--- src/rtl/mips_pkg.sv ---
// mips_pkg: load-type encodings shared by the MEM/WB datapath.
package mips_pkg;
  localparam int LOAD_TYPE_W = 3;
  typedef enum logic [LOAD_TYPE_W-1:0] {
    LT_LW  = 3'd0,
    LT_LB  = 3'd1,
    LT_LBU = 3'd2,
    LT_LH  = 3'd3,
    LT_LHU = 3'd4
  } load_type_e;
endpackage

--- src/rtl/load_align.sv ---
// load_align: extracts and extends a byte/halfword from a memory word and flags misaligned loads.
// Ports: word (memory word), addr_lo (address bits 1:0), load_type -> value (extended load), misaligned.
module load_align
  import mips_pkg::*;
#(
  parameter bit BIG_ENDIAN = 1'b1
) (
  input  logic [31:0]            word,
  input  logic [1:0]             addr_lo,
  input  logic [LOAD_TYPE_W-1:0] load_type,
  output logic [31:0]            value,
  output logic                   misaligned
);
  logic [1:0]  w_byte_idx;
  logic        w_half_idx;
  logic [7:0]  w_byte;
  logic [15:0] w_half;
  logic        w_is_byte;
  logic        w_is_half;
  logic        w_signed;
  // Big-endian puts byte/half 0 in the most significant lane, so invert the lane index.
  assign w_byte_idx = BIG_ENDIAN ? ~addr_lo : addr_lo;
  assign w_half_idx = BIG_ENDIAN ? ~addr_lo[1] : addr_lo[1];
  assign w_byte     = word[{w_byte_idx, 3'b000} +: 8];
  assign w_half     = word[{w_half_idx, 4'b0000} +: 16];
  // Codes 5-7 fall through to the full-word path, matching LW.
  assign w_is_byte  = (load_type == LT_LB) || (load_type == LT_LBU);
  assign w_is_half  = (load_type == LT_LH) || (load_type == LT_LHU);
  assign w_signed   = (load_type == LT_LB) || (load_type == LT_LH);
  always_comb begin
    value      = w_is_byte ? {{24{w_signed & w_byte[7]}}, w_byte}
               : w_is_half ? {{16{w_signed & w_half[15]}}, w_half}
               : word;
    misaligned = w_is_byte ? 1'b0 : w_is_half ? addr_lo[0] : |addr_lo;
  end
endmodule

--- src/rtl/mem_wb_stage.sv ---
// mem_wb_stage: MEM/WB pipeline register with load extraction and misaligned-load detection.
// Ports: clk, rst_n (async, active-low), stall, flush, in_valid, result, mem_data,
//        mem_to_reg, reg_write, write_reg, load_type -> wb_valid, wb_reg_write,
//        wb_write_reg, wb_data, misalign_err.
module mem_wb_stage
  import mips_pkg::*;
#(
  parameter bit BIG_ENDIAN = 1'b1
) (
  input  logic                   clk,
  input  logic                   rst_n,
  input  logic                   stall,
  input  logic                   flush,
  input  logic                   in_valid,
  input  logic [31:0]            result,
  input  logic [31:0]            mem_data,
  input  logic                   mem_to_reg,
  input  logic                   reg_write,
  input  logic [4:0]             write_reg,
  input  logic [LOAD_TYPE_W-1:0] load_type,
  output logic                   wb_valid,
  output logic                   wb_reg_write,
  output logic [4:0]             wb_write_reg,
  output logic [31:0]            wb_data,
  output logic                   misalign_err
);
  logic [31:0] w_load_value;
  logic        w_align_bad;
  logic        w_misaligned;
  logic        r_valid;
  logic        r_reg_write;
  logic [4:0]  r_write_reg;
  logic [31:0] r_data;
  logic        r_misalign;
  load_align #(.BIG_ENDIAN(BIG_ENDIAN)) u_load_align (
    .word       (mem_data),
    .addr_lo    (result[1:0]),
    .load_type  (load_type),
    .value      (w_load_value),
    .misaligned (w_align_bad)
  );
  // Alignment only matters for a real load instruction.
  assign w_misaligned = in_valid & mem_to_reg & w_align_bad;
  // Flush beats stall; a stall holds everything but lets the error pulse drop.
  always_ff @(posedge clk or negedge rst_n) begin
    if (!rst_n) begin
      r_valid     <= 1'b0;
      r_reg_write <= 1'b0;
      r_write_reg <= 5'd0;
      r_data      <= 32'd0;
      r_misalign  <= 1'b0;
    end else if (flush) begin
      r_valid     <= 1'b0;
      r_reg_write <= 1'b0;
      r_misalign  <= 1'b0;
    end else if (stall) begin
      r_misalign  <= 1'b0;
    end else begin
      r_valid     <= in_valid;
      r_reg_write <= in_valid & reg_write & (write_reg != 5'd0) & ~w_misaligned;
      r_write_reg <= write_reg;
      r_data      <= mem_to_reg ? w_load_value : result;
      r_misalign  <= w_misaligned;
    end
  end
  assign wb_valid     = r_valid;
  assign wb_reg_write = r_reg_write;
  assign wb_write_reg = r_write_reg;
  assign wb_data      = r_data;
  assign misalign_err = r_misalign;
endmodule

--- config.mk ---
export PLATFORM = sky130hd
export DESIGN_NAME = mem_wb_stage
export DESIGN_NICKNAME = d
export VERILOG_FILES = /design/src/rtl/mips_pkg.sv /design/src/rtl/load_align.sv /design/src/rtl/mem_wb_stage.sv
export SDC_FILE = /design/constraint.sdc
export NUM_CORES = 1
export LEC_CHECK = 0
export ABC_AREA = 1
export ABC_CLOCK_PERIOD_IN_PS = 1100
export BUFFER_PORTS_ARGS = -buffer_cell sky130_fd_sc_hd__buf_2
export CAP_MARGIN = 20
export CORE_MARGIN = 1
export CORE_UTILIZATION = 50
export DETAILED_ROUTE_END_ITERATION = 12
export PLACE_DENSITY = 0.93
export SLEW_MARGIN = 15
export SYNTH_ARGS = -nofsm -noshare
export SYNTH_HDL_FRONTEND = slang
export SYNTH_SLANG_ARGS = --single-unit
export TNS_END_PERCENT = 100
--- constraint.sdc ---
create_clock -name clk -period 1.1 [get_ports clk]
set_clock_uncertainty 0.05 [all_clocks]
set_input_delay 0.22 -clock clk [delete_from_list [all_inputs] [get_ports clk]]
set_output_delay 0.22 -clock clk [all_outputs]
set_load 0.01 [all_outputs]
# Yosys cells after proc, flatten, opt, wreduce, memory -nomap -nowiden
# Index checks and enable logic that the tools add are counted.
# totals
ff_bits,40
input_bits,79
out_inout_bits,40
word_cells,41
# classes
n_bitwise,12
shift,2
eq_ne,5
reduce_logical,6
n_mux,11
# op_table
op,count
32-bit 2-to-1 mux,3
32-bit by 6-bit variable part select with 16-bit output,1
32-bit by 6-bit variable part select with 8-bit output,1
1-bit 2-to-1 mux,8
1-bit AND,7
"3-bit by 2-bit == test with 1-bit output, second input constant",2
5-bit nonzero test,1
1-bit inverter,4
"3-bit by 1-bit == test with 1-bit output, second input constant",1
"3-bit == test, second input constant",1
1-bit logical OR,3
"2-bit by 1-bit != test with 1-bit output, second input constant",1
2-bit inverter,1
2-bit AND reduction,1
2-bit OR reduction,1

# Longest topological paths before layout
# logic_depth
word_depth,9
mapped_depth,11
depth_no_buf,10

# By module
# Synthesis repeated with hierarchy kept, for this count alone.
# unflattened
cells_unflattened,501
area_unflattened_um2,3101.7
# modules_own_cells
mod,n_inst,area_per_inst_um2,cells_each,seq_area_each_um2
mem_wb_stage,1,1830.5,213,1001.0
load_align,1,1271.2,288,0.0

# Worst setup path after synthesis
# No wires, ideal clock.
# synth_timing
path_kind,input to register
from,input port result[0]
to,"register r_data[29], in the netlist wb_data[29]"
slack_ns,-0.257
arrival_ns,1.191
cell_stages,9
setup_time_ns,0.116
cell_sequence,buf_2 > or2_2 > nand3_1 > nand2_1 > nand3_2 > buf_4 > nand3_1 > nand2_1 > nand2_1
# synth_between
elab_chain_cells,5
# synth_lines
element,line,source
start: declaration,mem_wb_stage.sv:15,"input logic [31:0] result,"
2-bit inverter,load_align.sv:22,assign w_byte_idx = BIG_ENDIAN ? ~addr_lo : addr_lo;
32-bit by 6-bit variable part select with 8-bit output,load_align.sv:24,"assign w_byte = word[{w_byte_idx, 3'b000} +: 8];"
1-bit AND,load_align.sv:31,"value = w_is_byte ? {{24{w_signed & w_byte[7]}}, w_byte}"
32-bit 2-to-1 mux,load_align.sv:31,
32-bit 2-to-1 mux,mem_wb_stage.sv:62,r_data <= mem_to_reg ? w_load_value : result;
end signal: assignment,mem_wb_stage.sv:62,
end: declaration,mem_wb_stage.sv:33,logic [31:0] r_data;
# No other way between the ends.
# A chain may end at the register's enable or synchronous reset.

# Worst setup path after layout
# layout_timing
from,input port result[1]
to,"register r_data[16], in the netlist wb_data[16]"
# layout_between
elab_chain_cells,6
# layout_lines
element,line,source
1-bit inverter,load_align.sv:23,assign w_half_idx = BIG_ENDIAN ? ~addr_lo[1] : addr_lo[1];
32-bit by 6-bit variable part select with 16-bit output,load_align.sv:25,"assign w_half = word[{w_half_idx, 4'b0000} +: 16];"
1-bit AND,load_align.sv:32,": w_is_half ? {{16{w_signed & w_half[15]}}, w_half}"
32-bit 2-to-1 mux,load_align.sv:32,
32-bit 2-to-1 mux *,load_align.sv:31,
32-bit 2-to-1 mux *,mem_wb_stage.sv:62,
# Mark *: on every way between the ends. The rest lies on a longest branch, timed or not.

==> summary.txt <==
Run status
  • Outcome: finished with violations
  • Violated checks: setup timing

Clock tree
  • Clock Path Buffers: 2
  • Root Buffer: clkbuf_8
  • Clk_lat worst skew: about 0.3 ns
  • H-tree levels: 2
  • TritonCTS clock tree: built
  • Sink Count: 40
  • Clock slew at reported path FFs: around 0.09 ns
  • Total CTS buffers: 5

Detailed routing
  • First-pass DRT Iterations: 6
  • DR iter-0 viols: between 300 and 400
  • Vias per cell: between 5 and 6
  • Wire length per cell: between 10 and 15 um
  • Detailed Route WL: around 11000 um
  • Residual DRC count: 0
  • ANT nets after route: 0
  • Vias: ~4000

Final layout
  • Max FFs per register: 32
  • Share of cells above drive strength 1: around a third
  • Area Growth Syn to Fin: 47.9%
  • Antenna cells: 0
  • FILL cells: between 400 and 500
  • Final core occ: between 70 and 80%
  • Nets@finish: ~750

GRT
  • GRT Overall Usage: 30.5%
  • GRT overflow: 0
  • Initial antenna violation count: 0
  • Global-route wire length before repair: 15200 um
  • Vias in the first global route: roughly 3500
  • Largest net degree at the start of global routing: between 50 and 60

Floorplanning
  • Die ar.: 6300 um2
  • IO Pins: 119
  • DIE WIDTH: around 80 um
  • Core ar.: 5640 um2
  • # rows: 27
  • Initial Util: roughly 53%
  • Die Span Y: 79.4 um

Logic synthesis
  • Mux cell area share after synthesis: 0%
  • Adder-cell share of the synthesized area: 0%
  • Synth Area in Simple Gates: approximately 54%
  • Compound-Gate Fraction of Synth Area: about 5%
  • Post-synthesis xor/xnor area fraction: 0%
  • Sequential-to-total area share from yosys stat: 33.5%
  • Mean area per synthesized cell: between 5 and 6 um2
  • Synthesized area: around 3000 um2
  • Synthesized Nets: between 500 and 600
  • Unique cell type count in the Yosys netlist: 22
  • Yosys warns: 0
  • Main combinational cell family by area after synthesis: simple AND/OR/NAND/NOR gates
  • Gate Count Post-Synth: between 500 and 600
  • Count of state elements after synthesis: 40

Power and ir drop
  • Switching share of power: 36.6%
  • Comb power frac: roughly two fifths
  • Worst VDD drop: ~0.63 mV
  • Final Total Pwr: roughly 4.7 mW
  • Leak: around 2.6 nW
  • P_sw: ~1.7 mW
  • Sequential power share: about 38%
  • P_int: around 3.0 mW
  • Cell area power density: around 1100 nW/um2
  • Clock power frac: a little over a fifth

Timing
  • Unrepaired setup endpoints after global routing: true
  • Period utilization: 109%
  • Final hold vios: 0
  • Final Max Slew Viols: 0
  • Final setup viols: 23
  • Min Tclk post-route: 1.20 ns
  • Fmax: roughly 830 MHz
  • Final Worst Setup Slack: -0.0999 ns
  • Max-slew headroom: roughly 65%
  • Tightest Pin Transition: ~0.52 ns

Setup path
  • Crit path top cell by count: nand2_1
  • Setup crit end kind: flop
  • Buffer and inverter count on the worst path: 2
  • CP max-delay cell: nand4_2
  • Critical Path RT: 1.30 ns
  • R2R Setup Slk: roughly 0.19 ns
  • CP delay by family, top: simple AND/OR/NAND/NOR gates
  • CP Class: in2reg
  • Max Fanout on Critical Path: 8
  • Arrival @ worst endpoint: roughly 1.4 ns
  • CP Launch Type: input pin
  • Max incr delay on CP: between 0.2 and 0.3 ns
  • Critical path, cell by cell: buf_2 > inv_2 > nand2_1 > nand2_2 > nand4_2 > nand2_1 > nand2_1 > nand3_1 > nand2_1 > nand2_1

Min path
  • Min-Delay Path Class: in2reg

Place
  • DP HPWL: 6880 um
  • Port Buffer Count: approximately 120
  • Routability Congestion: 0.936

Run
  • Max-cap violation count: 0
worst reg2reg max path, cell delays in order, from the launching register on:
cell and delay [ns]:
dfrtp_1 0.38, buf_4 0.13, buf_4 0.12, nand2_1 0.05, o21ai_0 0.07
placed cells by master, fill, tap and decap left out, types with 3 or more instances in the layout:
cell and instances:
inv_1 8, nand2_2 4, buf_12 6, nor2_1 59
nand3_1 54, nand3_4 4, o21ai_0 3, nand3_2 11
clkbuf_8 5, nand2_1 265, buf_6 6, clkbuf_16 4
buf_4 44, a21oi_1 20, buf_2 116, dfrtp_1 40
inv_2 3
synth_stat cells:
| cell type | n | area, um2 |
|---|---|---|
| nand2_1 | 269 | 1010 |
| nand3_1 | 65 | 325 |
| nor2_1 | 60 | 225 |
| dfrtp_1 | 40 | 1000 |
| a21oi_1 | 21 | 105 |
| clkbuf_1 | 17 | 63.8 |
| buf_2 | 11 | 55.1 |
| inv_1 | 11 | 41.3 |
| buf_4 | 4 | 30.0 |
| inv_2 | 4 | 15.0 |
| nand2_2 | 3 | 18.8 |
| o21ai_0 | 3 | 15.0 |
| buf_1 | 2 | 7.51 |
| a21oi_4 | 1 | 16.3 |
| a31oi_1 | 1 | 6.26 |
| nand2_4 | 1 | 11.3 |
| nand3_2 | 1 | 10.0 |
| nand4_1 | 1 | 6.26 |
| nand4_2 | 1 | 12.5 |
| nor3_1 | 1 | 5.00 |
| o21ai_1 | 1 | 5.00 |
| or2_2 | 1 | 6.26 |
stage by stage:
stage / setup WS [ns] / hold WS (ns) / area (um2) / setup TNS [ns] / cells
after floorplan: -0.139 / -0.126 / 3140 / -3.85 / 519
after global placement: -0.267 / 0.155 / 3900 / -8.36 / 704
after detailed placement: -0.315 / 0.157 / 3900 / -9.46 / 704
after CTS: -0.0160 / 0.0858 / 4040 / -0.0733 / 718
after global routing: -0.164 / 0.109 / 4420 / -1.74 / 746
final: -0.0999 / 0.0806 / 4420 / -0.303 / 746
worst paths after layout:
check	from	end	depth (start not counted)
hold / removal	write_reg[2]	wb_write_reg[2]	3
hold reg to reg	wb_data[19]	wb_data[19]	2
max in group asynchronous	rst_n	wb_data[2]	3
setup reg to reg	wb_write_reg[1]	wb_write_reg[1]	4
min in group asynchronous	rst_n	wb_data[15]	3
setup / recovery	result[1]	wb_data[16]	10
cell type report:
cell class / count / area (um2) / share of cell area, %
clock buffers: 5 / 68.8 / 1.56
inverters: 15 / 71.3 / 1.61
clock inverters: 3 / 18.8 / 0.424
multi-input cells: 434 / 1970 / 44.4
well taps: 72 / 90.1 / 2.04
repair buffers: 177 / 1210 / 27.3
flip-flops and latches: 40 / 1000 / 22.6
logic make-up (layout without fill, tap and decap cells):
kind of cell,Yosys count,after routing
buffers and inverters,49,200
AO/OA/AOI/OAI,27,27
flip-flops,40,40
AND/OR/NAND/NOR,403,407
timing repair:
item,in CTS,in global routing
hold buffers,1,0
buffers inserted,5,19
resized for setup,1,26
gates cloned,0,9
pin swaps,0,10
setup endpoints to repair,16,70
endpoints found under the hold margin,40,0
per-layer routing:
metal	wire length [um]	vias up	track usage, %
li1	-	1936	-
met1	4040	1832	37.9
met2	5200	284	52.9
met4	365	0	9.45
met3	995	52	6.21
met5	0	-	0
power groups by stage:
stage	clock [mW]	combinational [mW]	sequential [mW]
after floorplan	0	0.779	1.91
after global placement	0	1.50	1.80
after detailed placement	0	1.54	1.81
after CTS	1.00	1.59	1.78
after global routing	1.08	2.09	1.80
final	1.01	1.90	1.78
No activity file was read; power rests on OpenSTA's default activity.
